==> src/rtl/rd_ctrl_gray_if.sv <==
// Bus between the FIFO read controller and its consumer, memory and write controller.
// RD_CTRL_UNDERFLOW_EN adds the underflow_o pulse.
interface rd_ctrl_gray_if #(
    parameter int ADDR_W = 4
);
    logic              rd_en_i;
    logic [ADDR_W:0]   wr_ptr_gray_i;
    logic              rd_en_o;
    logic [ADDR_W-1:0] rd_addr_o;
    logic [ADDR_W:0]   rd_ptr_gray_o;
    logic              fifo_empty_o;
    logic              almost_empty_o;
    logic [ADDR_W:0]   rd_level_o;
`ifdef RD_CTRL_UNDERFLOW_EN
    logic              underflow_o;

    modport slave (
        input  rd_en_i, wr_ptr_gray_i,
        output rd_en_o, rd_addr_o, rd_ptr_gray_o, fifo_empty_o,
               almost_empty_o, rd_level_o, underflow_o
    );

    modport master (
        output rd_en_i, wr_ptr_gray_i,
        input  rd_en_o, rd_addr_o, rd_ptr_gray_o, fifo_empty_o,
               almost_empty_o, rd_level_o, underflow_o
    );
`else
    modport slave (
        input  rd_en_i, wr_ptr_gray_i,
        output rd_en_o, rd_addr_o, rd_ptr_gray_o, fifo_empty_o,
               almost_empty_o, rd_level_o
    );

    modport master (
        output rd_en_i, wr_ptr_gray_i,
        input  rd_en_o, rd_addr_o, rd_ptr_gray_o, fifo_empty_o,
               almost_empty_o, rd_level_o
    );
`endif
endinterface

==> src/rtl/rd_ctrl_gray.sv <==
// Read-side controller of the async FIFO: write-pointer synchroniser, read pointers, flags, level.
// Optional feature macro: RD_CTRL_UNDERFLOW_EN (adds the registered underflow_o pulse).
module rd_ctrl_gray #(
    parameter int ADDR_W        = 4,
    parameter int SYNC_STAGES   = 2,
    parameter int AEMPTY_THRESH = 2
) (
    input logic          clk_i,
    input logic          rst_n,
    rd_ctrl_gray_if.slave bus
);
    logic [ADDR_W:0] sync_q [SYNC_STAGES];
    logic [ADDR_W:0] sync_d [SYNC_STAGES];
    logic [ADDR_W:0] wq_gray;
    logic [ADDR_W:0] wq_bin;

    logic [ADDR_W:0] rd_bin_q, rd_bin_d;
    logic [ADDR_W:0] rd_gray_q, rd_gray_d;
    logic            empty_q, empty_d;
    logic            aempty_q, aempty_d;
    logic [ADDR_W:0] level_q, level_d;
    logic            rd_en;

    always_comb begin
        sync_d[0] = bus.wr_ptr_gray_i;
        for (int i = 1; i < SYNC_STAGES; i++) begin
            sync_d[i] = sync_q[i-1];
        end
    end

    assign wq_gray = sync_q[SYNC_STAGES-1];

    // Gray to binary: each binary bit is the XOR of all Gray bits at or above it.
    always_comb begin
        wq_bin = '0;
        for (int i = 0; i <= ADDR_W; i++) begin
            wq_bin[i] = ^(wq_gray >> i);
        end
    end

    assign rd_en = bus.rd_en_i & ~empty_q;

    // Flags are computed from the look-ahead pointer so the emptying read flags on its own edge.
    always_comb begin
        rd_bin_d  = rd_bin_q + (ADDR_W+1)'(rd_en);
        rd_gray_d = rd_bin_d ^ (rd_bin_d >> 1);
        empty_d   = (rd_gray_d == wq_gray);
        level_d   = wq_bin - rd_bin_d;
        aempty_d  = (level_d <= (ADDR_W+1)'(AEMPTY_THRESH));
    end

    always_ff @(posedge clk_i or negedge rst_n) begin
        if (!rst_n) begin
            for (int i = 0; i < SYNC_STAGES; i++) begin
                sync_q[i] <= '0;
            end
            rd_bin_q  <= '0;
            rd_gray_q <= '0;
            empty_q   <= 1'b1;
            aempty_q  <= 1'b1;
            level_q   <= '0;
        end else begin
            for (int i = 0; i < SYNC_STAGES; i++) begin
                sync_q[i] <= sync_d[i];
            end
            rd_bin_q  <= rd_bin_d;
            rd_gray_q <= rd_gray_d;
            empty_q   <= empty_d;
            aempty_q  <= aempty_d;
            level_q   <= level_d;
        end
    end

    assign bus.rd_en_o        = rd_en;
    assign bus.rd_addr_o      = rd_bin_q[ADDR_W-1:0];
    assign bus.rd_ptr_gray_o  = rd_gray_q;
    assign bus.fifo_empty_o   = empty_q;
    assign bus.almost_empty_o = aempty_q;
    assign bus.rd_level_o     = level_q;

`ifdef RD_CTRL_UNDERFLOW_EN
    logic underflow_q, underflow_d;

    assign underflow_d = bus.rd_en_i & empty_q;

    always_ff @(posedge clk_i or negedge rst_n) begin
        if (!rst_n) begin
            underflow_q <= 1'b0;
        end else begin
            underflow_q <= underflow_d;
        end
    end

    assign bus.underflow_o = underflow_q;
`endif
endmodule

==> src/flat_wrapper.sv <==
// flat-port wrapper written by rule: the top's interface ports become plain ports
module rd_ctrl_gray_flat 
#(
    parameter int ADDR_W        = 4,
    parameter int SYNC_STAGES   = 2,
    parameter int AEMPTY_THRESH = 2
)
  (clk_i, rst_n, bus_rd_en_i, bus_wr_ptr_gray_i, bus_rd_en_o, bus_rd_addr_o, bus_rd_ptr_gray_o, bus_fifo_empty_o, bus_almost_empty_o, bus_rd_level_o);
  rd_ctrl_gray_if #(.ADDR_W(ADDR_W)) bus_i ();
  input logic clk_i;
  input logic rst_n;
  input wire logic [$bits(bus_i.rd_en_i)-1:0] bus_rd_en_i;
  input wire logic [$bits(bus_i.wr_ptr_gray_i)-1:0] bus_wr_ptr_gray_i;
  output wire logic [$bits(bus_i.rd_en_o)-1:0] bus_rd_en_o;
  output wire logic [$bits(bus_i.rd_addr_o)-1:0] bus_rd_addr_o;
  output wire logic [$bits(bus_i.rd_ptr_gray_o)-1:0] bus_rd_ptr_gray_o;
  output wire logic [$bits(bus_i.fifo_empty_o)-1:0] bus_fifo_empty_o;
  output wire logic [$bits(bus_i.almost_empty_o)-1:0] bus_almost_empty_o;
  output wire logic [$bits(bus_i.rd_level_o)-1:0] bus_rd_level_o;
  assign bus_i.rd_en_i = bus_rd_en_i;
  assign bus_i.wr_ptr_gray_i = bus_wr_ptr_gray_i;
  assign bus_rd_en_o = bus_i.rd_en_o;
  assign bus_rd_addr_o = bus_i.rd_addr_o;
  assign bus_rd_ptr_gray_o = bus_i.rd_ptr_gray_o;
  assign bus_fifo_empty_o = bus_i.fifo_empty_o;
  assign bus_almost_empty_o = bus_i.almost_empty_o;
  assign bus_rd_level_o = bus_i.rd_level_o;
  rd_ctrl_gray #(.ADDR_W(ADDR_W), .SYNC_STAGES(SYNC_STAGES), .AEMPTY_THRESH(AEMPTY_THRESH)) u_core (.clk_i(clk_i), .rst_n(rst_n), .bus(bus_i));
endmodule
==> config.mk <==
export PLATFORM = sky130hd
export DESIGN_NAME = rd_ctrl_gray_flat
export DESIGN_NICKNAME = d
export VERILOG_FILES = /design/src/rtl/rd_ctrl_gray_if.sv /design/src/rtl/rd_ctrl_gray.sv /design/src/flat_wrapper.sv
export SDC_FILE = /design/constraint.sdc
export NUM_CORES = 1
export LEC_CHECK = 0
export BUFFER_PORTS_ARGS = -buffer_cell sky130_fd_sc_hd__clkbuf_2
export CAP_MARGIN = 30
export CORE_ASPECT_RATIO = 0.8
export CORE_UTILIZATION = 55
export DETAILED_ROUTE_END_ITERATION = 7
export GPL_TIMING_DRIVEN = 0
export PLACE_DENSITY = 0.83
export SYNTH_ARGS = -nofsm -noshare
export SYNTH_HDL_FRONTEND = slang
export SYNTH_SLANG_ARGS = --single-unit
==> constraint.sdc <==
create_clock -name clk_i -period 6.1 [get_ports clk_i]
set_input_delay 1.83 -clock clk_i [delete_from_list [all_inputs] [get_ports clk_i]]
set_output_delay 1.83 -clock clk_i [all_outputs]
set_load 0.005 [all_outputs]
Word-level counts from Yosys, hierarchy flattened:

Cells that the tools add are included.

* add/subtract/negate cells: 2
* bitwise logic cells: 3
* $lt $le $gt $ge: 1
* reduce and logical (&&, ||, !) cells: 5
* equal/unequal tests: 1

Operators by type and width (number)
* parity 5 bit: 5
* adder 5 x 1 -> 5 bit: 1
* equality test 5 bit: 1
* less-or-equal comparator 5 x 2 -> 1 bit, second input constant: 1
* subtractor 5 bit: 1
* XOR 5 x 4 -> 5 bit: 1
* bitwise AND 1 bit: 1
* inverter 1 bit: 1

* bits in registers: 27
* word-level logic and storage cells: 19
* output and inout port bits: 17
* input bits: 8

Logic depth before layout (Yosys ltp):

Gate-level depths: netlist (run 1).

* word-level depth: 5
* gate-level depth with buffers: 11
* depth with buffers taken out: 11

Least setup slack after synthesis (run 1):

No wires, ideal clock.

* path kind: input port to flip-flop
* from: input port bus_rd_en_i
* to: register u_core.aempty_q (netlist: u_core.bus.almost_empty_o)
* data required time: 6.025 ns
* path buffers: 0
* data arrival time: 3.854 ns
* slack: 2.171 ns
* stages on the path: 11
* library setup time: 0.075 ns
* cell sequence: nor2b_1 > ha_1 > ha_1 > xor2_2 > inv_1 > ha_1 > a21boi_0 > inv_1 > a221oi_2 > o2111ai_1 > nor3_2

* longest elaborated chain between the ends: 4

RTL lines
* start: declaration: line flat_wrapper.sv:12 `input wire logic [$bits(bus_i.rd_en_i)-1:0] bus_rd_en_i;`
* bitwise AND 1 bit: line rd_ctrl_gray.sv:41 `assign rd_en = bus.rd_en_i & ~empty_q;`
* adder 5 x 1 -> 5 bit: line rd_ctrl_gray.sv:45 `rd_bin_d = rd_bin_q + (ADDR_W+1)'(rd_en);`
* named net u_core.rd_bin_d[2]: line rd_ctrl_gray.sv:17 `logic [ADDR_W:0] rd_bin_q, rd_bin_d;`
* subtractor 5 bit: line rd_ctrl_gray.sv:48 `level_d = wq_bin - rd_bin_d;`
* less-or-equal comparator 5 x 2 -> 1 bit: line rd_ctrl_gray.sv:49 `aempty_d = (level_d <= (ADDR_W+1)'(AEMPTY_THRESH));`
* named net u_core.aempty_d: line rd_ctrl_gray.sv:20 `logic aempty_q, aempty_d;`
* end signal: assignment: line rd_ctrl_gray.sv:69 `aempty_q <= aempty_d;`
* end: declaration: line rd_ctrl_gray.sv:20

The timed path passes the listed nets, and every way through them passes these cells.

Worst setup path after layout (run 1):

* from: input port bus_rd_en_i
* to: output port bus_rd_en_o

* longest elaborated chain between the ends: 1

RTL lines
* bitwise AND 1 bit: line rd_ctrl_gray.sv:41
* end: declaration: line flat_wrapper.sv:14 `output wire logic [$bits(bus_i.rd_en_o)-1:0] bus_rd_en_o;`

No other way between the ends.

==> results.txt, run 1 <==
The arrival time at the worst endpoint came out at 2210 ps. The mapped netlist covers about 1200 µm². In this run the remaining antenna-violating nets after routing total 0. The deepest level of the CTS H-tree is 1. Net switching is between 40% and 50% of the power. The cell count after synthesis is 90.

The average wire per standard cell is 15.7 µm. The most used routing layer in global routing is met2. The area growth from synthesis to layout is 16.6%. The register-to-register path setup slack is roughly 3200 ps. The post-layout instance count excluding filler cells is 142. The clock period minus worst slack is 4040 ps. The cell count of the worst hold path is 0.

The post-route clock period utilization is approximately two thirds. The register bit total from synthesis came out at 26. During I/O placement, the number of pins put on the boundary was 25.

The reported max-cap violation count came out at 0. The global-route track usage on met3 came out at between 8 and 9%. The routed via count divided by cell count came out at approximately 5.5. Leaving out fill and tap cells, the most frequent cells in the layout are clkbuf_2, dfrtp_1, xor2_1. STA classifies the critical path endpoint as an output pin. The relative slew slack came out at 58.4%. The net count after synthesis is just over 100. In this run the post-CTS setup repair buffer count came out at 0. The area of the placeable core came out at 1980 µm².

The actual transition at the worst max-transition pin is ~620 ps. The final setup TNS is 0 ps. After floorplanning, the core was divided into 14 placement rows. The final-report hold violation count was 0. The routed layout has 776 vias. After synthesis, the cell types taking the most area are dfrtp_1, xor2_1, ha_1. The die height is ~44 µm. The worst register-to-register path begins at u_core.wq_gray[3]$_DFF_PN0_. Clock-pin slew was measured on the worst setup and hold paths at about 150 ps.

Across the routed clock network, the largest skew measured is between 15 and 20 ps. The die boundary width came out at 54.6 µm. The mean post-synth cell area came out at roughly 14 µm².

The critical path is of the input pin to output pin type. In the global route stage, met2 resource usage came out at 37.1%. The clock sink count is 26. The later pin in the worst-skew pair is clocked with a latency of roughly 340 ps.

The sequential fraction of the synthesis area is 53.6%. The flow ran to the end, and the final reports show no timing, DRC or antenna violations. Setup repair after global routing left no endpoint under its margin. The number of max-slew violations in the final report came out at 0.

The number of antenna violations at the first check in global routing came to 0. The global-route usage over all layers is between 20 and 25%. Counting the fill cells in the layout gives roughly 130.

The startpoint identified for the worst hold timing path is u_core.sync_d[0]$_DFF_PN0_. The distinct cell type count of the synthesized netlist is 36. The total DRC errors in the routed layout is 0. The largest total area in the synthesized netlist belongs to dfrtp_1. The number of setup violations in the final report is 0. The number of clock buffers inserted by TritonCTS is 3. In this run the clock root is driven by a clkbuf_4.

Across the VDD grid, the largest voltage drop is between 0.3 and 0.4 mV. The multi-input combinational cells in the finished layout cover a total of 536 µm². The count of instances resized after the clock tree is built is 0.

The total internal power came out at between 500 and 600 µW. The longest clock path from root to sink contains 2 buffers. The total overflow left after global routing is 0. The worst setup path is launched from an input pin. The overall routed net length came out at ~2.2 mm. The number of nets at the end of the flow came out at 132. The number of cells traversed by the worst register-to-register path came out at 9.

The synthesized design devotes to its leading area cell type 49.3% of total area. The initial utilization of the core area, before any placement, comes to 61.6%. Data on the critical path is required at its endpoint by approximately 4300 ps. In this run, the clock network consumes between 10% and 20% of the power. The path with the worst hold slack has its endpoint at u_core.wq_gray[0]$_DFF_PN0_. The first-pass GRT wire length is 3.53 mm.

Once placement completed, the tool counted placed cells totaling between 100 and 150. The number of antenna diodes in the final layout is 0. Combinational logic is responsible for between 50% and 60% of the overall power. The net switching component of the power is 343 µW. The detailed-placement wirelength estimate came out at approximately 1.6 mm.

The maximum clock rate came out at approximately 250 MHz. The die area is about 2400 µm². The total power density per cell area came out at ~600 nW/µm².

The min-delay analysis places its worst path in the category register to register. The via count of the first global-routing pass is 775. The violation count after the first detailed-routing iteration is 4. The met1 usage in global routing is approximately 25%. Summed over all cells, the static leakage comes to roughly 0.69 nW. Entering global routing, the biggest net connects 27 pins. The worst register-to-register path ends at u_core.bus.almost_empty_o$_DFF_PN1_. The number of I/O port buffers is 24. The count of yosys warnings during synthesis came out at 0. Along the worst path, the maximum fanout reaches 2.

The fraction of final layout cells sized beyond drive strength 1 is about 36%. TritonCTS built the clock tree. The length of the first detailed-routing pass in iterations came out at 4. The sequential power share came out at a little under a third. The combined flip-flop and latch cell area came out at between 600 and 700 µm². The number of buffers inserted for hold repair after clock tree synthesis is 0. The congestion estimate from routability-driven global placement came to 0.806.
-- synthesized netlist by cell type --
master,count
a2111oi_2,1
a211oi_1,1
a21boi_0,1
a21oi_1,1
a221oi_2,1
a31oi_1,1
and3_2,1
and4_4,1
clkbuf_1,1
dfrtp_1,24
dfstp_2,2
ha_1,5
inv_1,7
nand2_1,4
nand3_1,2
nor2_1,4
nor2b_1,1
nor3_2,1
nor3b_1,2
o2111ai_1,1
o211a_1,1
o211ai_1,1
o21a_1,1
o221ai_2,1
o31ai_1,1
or2_1,1
or2_2,1
or3_1,1
or4_1,1
xnor2_1,3
xnor2_2,2
xnor3_1,1
xnor3_2,1
xor2_1,9
xor2_2,2
xor2_4,1
-- worst max-delay path by stage --
| stage | start | endpoint | slack, ps | cells after the start |
|---|---|---|---|---|
| final | bus_rd_en_i | bus_rd_en_o | 2060 | 3 |
| after floorplan | bus_rd_en_i | u_core.bus.almost_empty_o$_DFF_PN1_ | 2170 | 11 |
| after global placement | bus_rd_en_i | u_core.bus.almost_empty_o$_DFF_PN1_ | 1900 | 12 |
| after global routing | bus_rd_en_i | u_core.bus.almost_empty_o$_DFF_PN1_ | 1910 | 12 |
| after detailed placement | bus_rd_en_i | u_core.bus.almost_empty_o$_DFF_PN1_ | 1770 | 12 |
| after CTS | bus_rd_en_i | bus_rd_en_o | 2060 | 3 |
-- cells by family after synthesis --
logic type / Yosys count / synth area share [%]
DFF: 26 / 53.6
AOI/OAI and AO/OA: 12 / 9.24
buffers and inverters: 8 / 2.46
adders and majority gates: 5 / 5.13
xor gates and xnor gates: 19 / 20.0
and+or+nand+nor: 20 / 9.55
-- routing by layer --
metal	share of wire (%)	vias up	wire length, µm
met3	5.2	6	115
met1	42	387	924
met5	0	-	0
met4	2.2	0	48
li1	-	363	-
met2	51	20	1130
-- critical path: stages --
cell and delay (ps):
clkbuf_2 70, nor2b_1 160, clkbuf_2 140
-- power groups by stage --
stage | Combinational [mW] | Sequential (mW) | Clock (mW)
floorplan | 0.323 | 0.275 | 0
global placement | 0.439 | 0.267 | 0
detailed placement | 0.457 | 0.272 | 0
CTS | 0.465 | 0.269 | 0.119
global route | 0.511 | 0.275 | 0.126
finish | 0.461 | 0.267 | 0.119
-- final cells by class --
cell class | count | share of cell area (%)
clock inverters | 1 | 2.11
flip-flops and latches | 26 | 46.0
inverters | 7 | 1.85
multi-input cells | 56 | 37.7
repair buffers | 24 | 8.45
clock buffers | 3 | 1.58
well taps | 24 | 2.11
plain buffers | 1 | 0.264
-- metrics by stage --
| stage | hold slack [ps] | utilization (%) | setup slack (ps) | cell area [µm²] | power (mW) |
|---|---|---|---|---|---|
| 6_report | 372 | 71.8 | 2060 | 1420 | 0.847 |
| 3_5_place_dp | 338 | 69.2 | 1770 | 1370 | 0.730 |
| 2_1_floorplan | 331 | - | 2170 | 1220 | 0.598 |
| 4_1_cts | 370 | 71.8 | 2060 | 1420 | 0.853 |
| 5_1_grt | 384 | 71.8 | 1910 | 1420 | 0.913 |
| 3_3_place_gp | 332 | 69.2 | 1900 | 1370 | 0.706 |
-- state kept, by name, indices dropped and copies added (netlist names) --
name                       flops
u_core.bus.fifo_empty_o        1
u_core.wq_gray                 5
u_core.bus.rd_level_o          5
u_core.bus.almost_empty_o      1
u_core.sync_d                  5
u_core.rd_bin_q                5
u_core.bus.rd_ptr_gray_o       4
Power figures use the tool's default switching activity.
==> run 2: changes to the inputs <==
CORE_UTILIZATION = 48   (was 55)
PLACE_DENSITY = 0.77   (was 0.83)
clock period = 3.7 ns   (was 6.1 ns; I/O delays follow)
==> results.txt, run 2 (synthesis gave the netlist of run 1 again) <==
The worst setup path category is input pin to register (was input pin to output pin). The total power density per cell area came out at 922 nW/µm² (was 596 nW/µm²). The final-report hold violation count came to 0 (unchanged). The via count of the first global-routing pass is 650 (was 775). The number of cells traversed by the worst register-to-register path is 9 (unchanged). The violation count after the first detailed-routing iteration is 3 (was 4). The final instance area came out at 1420 µm² (about the same). The final setup TNS is 0 ps (unchanged). The cell chosen for the clock root was clkbuf_4 (unchanged). The critical-path cell with the highest stage delay is xor2_2 (was nor2b_1). The number of antenna-violating nets in the routed design came out at 0 (unchanged). The CTS tree was built (unchanged).

The final weighted congestion in routability-driven placement is 0.759 (was 0.806). The detailed-placement wirelength estimate is 1.48 mm (was 1.64 mm). The number of clock buffers inserted by TritonCTS came out at 3 (unchanged). The actual transition at the worst max-transition pin is 622 ps (was 625 ps). The number of buffers inserted for hold repair after clock tree synthesis is 0 (unchanged). The maximum fanout along the worst path is 5 (was 2). The pin count of the biggest net entering global routing is 27 (unchanged).

The reported max-cap violation count is 0 (unchanged). The routed via count divided by cell count is 4.86 (was 5.46). The number of diodes is 0 (unchanged). The global-route usage over all layers came to 15.8% (was 21.8%). The launching element type of the critical path is an input pin (unchanged).

The die boundary width is 58.3 µm (was 54.6 µm). The count of instances resized after the clock tree is built came to 0 (unchanged). The class of the tightest hold or removal check is register to register (unchanged).

The total DRC errors in the routed layout is 0 (unchanged). The die height is 47.1 µm (was 44.1 µm). Cell-by-cell trace of the critical path: clkbuf_2 -> nor2b_1 -> ha_1 -> ha_1 -> xor2_2 -> inv_1 -> ha_1 -> a21boi_0 -> inv_1 -> a221oi_2 -> o2111ai_1 -> nor3_2 (was clkbuf_2 -> nor2b_1 -> clkbuf_2). The average wire per standard cell is 12.2 µm (was 15.7 µm).

The number of antenna violations at the first check in global routing is 0 (unchanged). The most numerous cell on the critical path is ha_1 (was clkbuf_2). The relative slew slack came out at 58.5% (was 58.4%). Outcome: finished clean (unchanged). The clock period minus worst slack is around 3200 ps.

The data required time of the critical path was 3950 ps (was 4270 ps). The post-route clock period utilization is 86.2%. The deepest level of the CTS H-tree is 1 (unchanged).

The die area came out at 2750 µm² (was 2410 µm²). The static leakage was 0.683 nW (was 0.690 nW). The cell count of the worst hold path is 0 (unchanged). The fraction of final layout cells sized beyond drive strength 1 is 36.4% (unchanged). The area growth from synthesis to final layout came out at 16.3% (was 16.6%). The initial cell density of the core is 53.7% (was 61.6%).

The maximum vdd ir drop came out at 0.364 mV (was 0.325 mV). The clock edge transition at the registers on the reported setup and hold paths came out at 130 ps (was 150 ps). The number of nets at the end of the flow is 132 (unchanged). The area of the placeable core came out at 2270 µm² (was 1980 µm²). The total cell area at the placement stage came out at 1380 µm² (was 1370 µm²). The length of the first detailed-routing pass in iterations is 4 (unchanged). The overall routed net length is 1.86 mm (was 2.22 mm). The I/O pin count is 25 (unchanged).

The number of setup violations in the final report came to 0 (unchanged). The source-to-sink clock delay at the later pin of the worst-skew pair is 310 ps (was 340 ps). The first-pass GRT wire length was 2.98 mm (was 3.53 mm). The number of I/O port buffers is 24 (unchanged).

The detailed-route via count is 738 (was 776). The maximum count of clock buffers along a single path came out at 2 (unchanged). The number of setup buffers added after CTS is 0 (unchanged). The clock sink count is 26 (unchanged). Unrepaired setup endpoints after global routing: false (unchanged). The placement row count came out at 15 (was 14). The maximum clock rate is 314 MHz.

The total congestion overflow is 0 (unchanged). The arrival time at the worst endpoint is 3440 ps (was 2210 ps). The largest incremental delay on the critical path is 330 ps (was 160 ps). The nature of the critical path endpoint is a register (was output pin). Most frequent cells in the layout: clkbuf_2, dfrtp_1, xor2_1 (unchanged). The number of max-slew violations in the final report is 0 (unchanged). The final worst clock skew came to 2.43 ps (was 16.0 ps).
## run 2: cell count changes in the layout (fill, tap and decap cells not counted), sizes merged
cell	before	now
clkbuf	28	29
bufinv	1	0
## run 2: layout make-up
type	instances	area (µm²)
clock buffer	4	36.3
fill	184	853
tap	34	42.5
multi-input combinational	56	536
inverter	7	26.3
buffer	1	3.75
timing repair buffer	24	120
sequential	26	653
## run 2: final timing paths
check | start | end | slack (ps)
worst min-delay path | u_core.sync_d[1]$_DFF_PN0_ | u_core.wq_gray[1]$_DFF_PN0_ | 360
max in group asynchronous | rst_n | u_core.sync_d[0]$_DFF_PN0_ | 2520
worst max-delay path | bus_rd_en_i | u_core.bus.almost_empty_o$_DFF_PN1_ | 510
worst min register to register | u_core.sync_d[1]$_DFF_PN0_ | u_core.wq_gray[1]$_DFF_PN0_ | 360
worst max register to register | u_core.wq_gray[3]$_DFF_PN0_ | u_core.bus.almost_empty_o$_DFF_PN1_ | 860
min in group asynchronous | rst_n | u_core.bus.rd_level_o[2]$_DFF_PN0_ | 780
## run 2: stage by stage
step	total power, mW	hold WS [ps]	util (%)	std cells	setup slack (ps)
floorplan	0.986	331	-	90	491
global placement	1.16	332	60.8	148	240
detailed placement	1.19	336	60.8	148	190
CTS	1.32	366	62.4	152	507
global route	1.43	375	62.4	152	313
finish	1.31	362	62.4	152	511
## run 2: power breakdown
group	switching [mW]	internal, mW	total (mW)
Combinational	0.402	0.331	0.732
Sequential	0.0496	0.388	0.437
Clock	0.0772	0.0602	0.137
Total	0.528	0.779	1.31
## run 2: worst max-delay path, delay by kind of cell
kind	cells	cell delay, ps
buffers and inverters	3	310
adder cells (fa/ha/maj)	3	700
AND/OR/NAND/NOR	2	310
AO/OA/AOI/OAI	3	680
XOR/XNOR	1	330
## run 2: routing by layer
layer	track usage, %	vias to the layer above	share of wire (%)
met2	25.3	23	47
li1	-	362	-
met1	19.8	351	46
met4	6.67	0	1.1
met3	5.79	2	5.3
met5	0	-	0
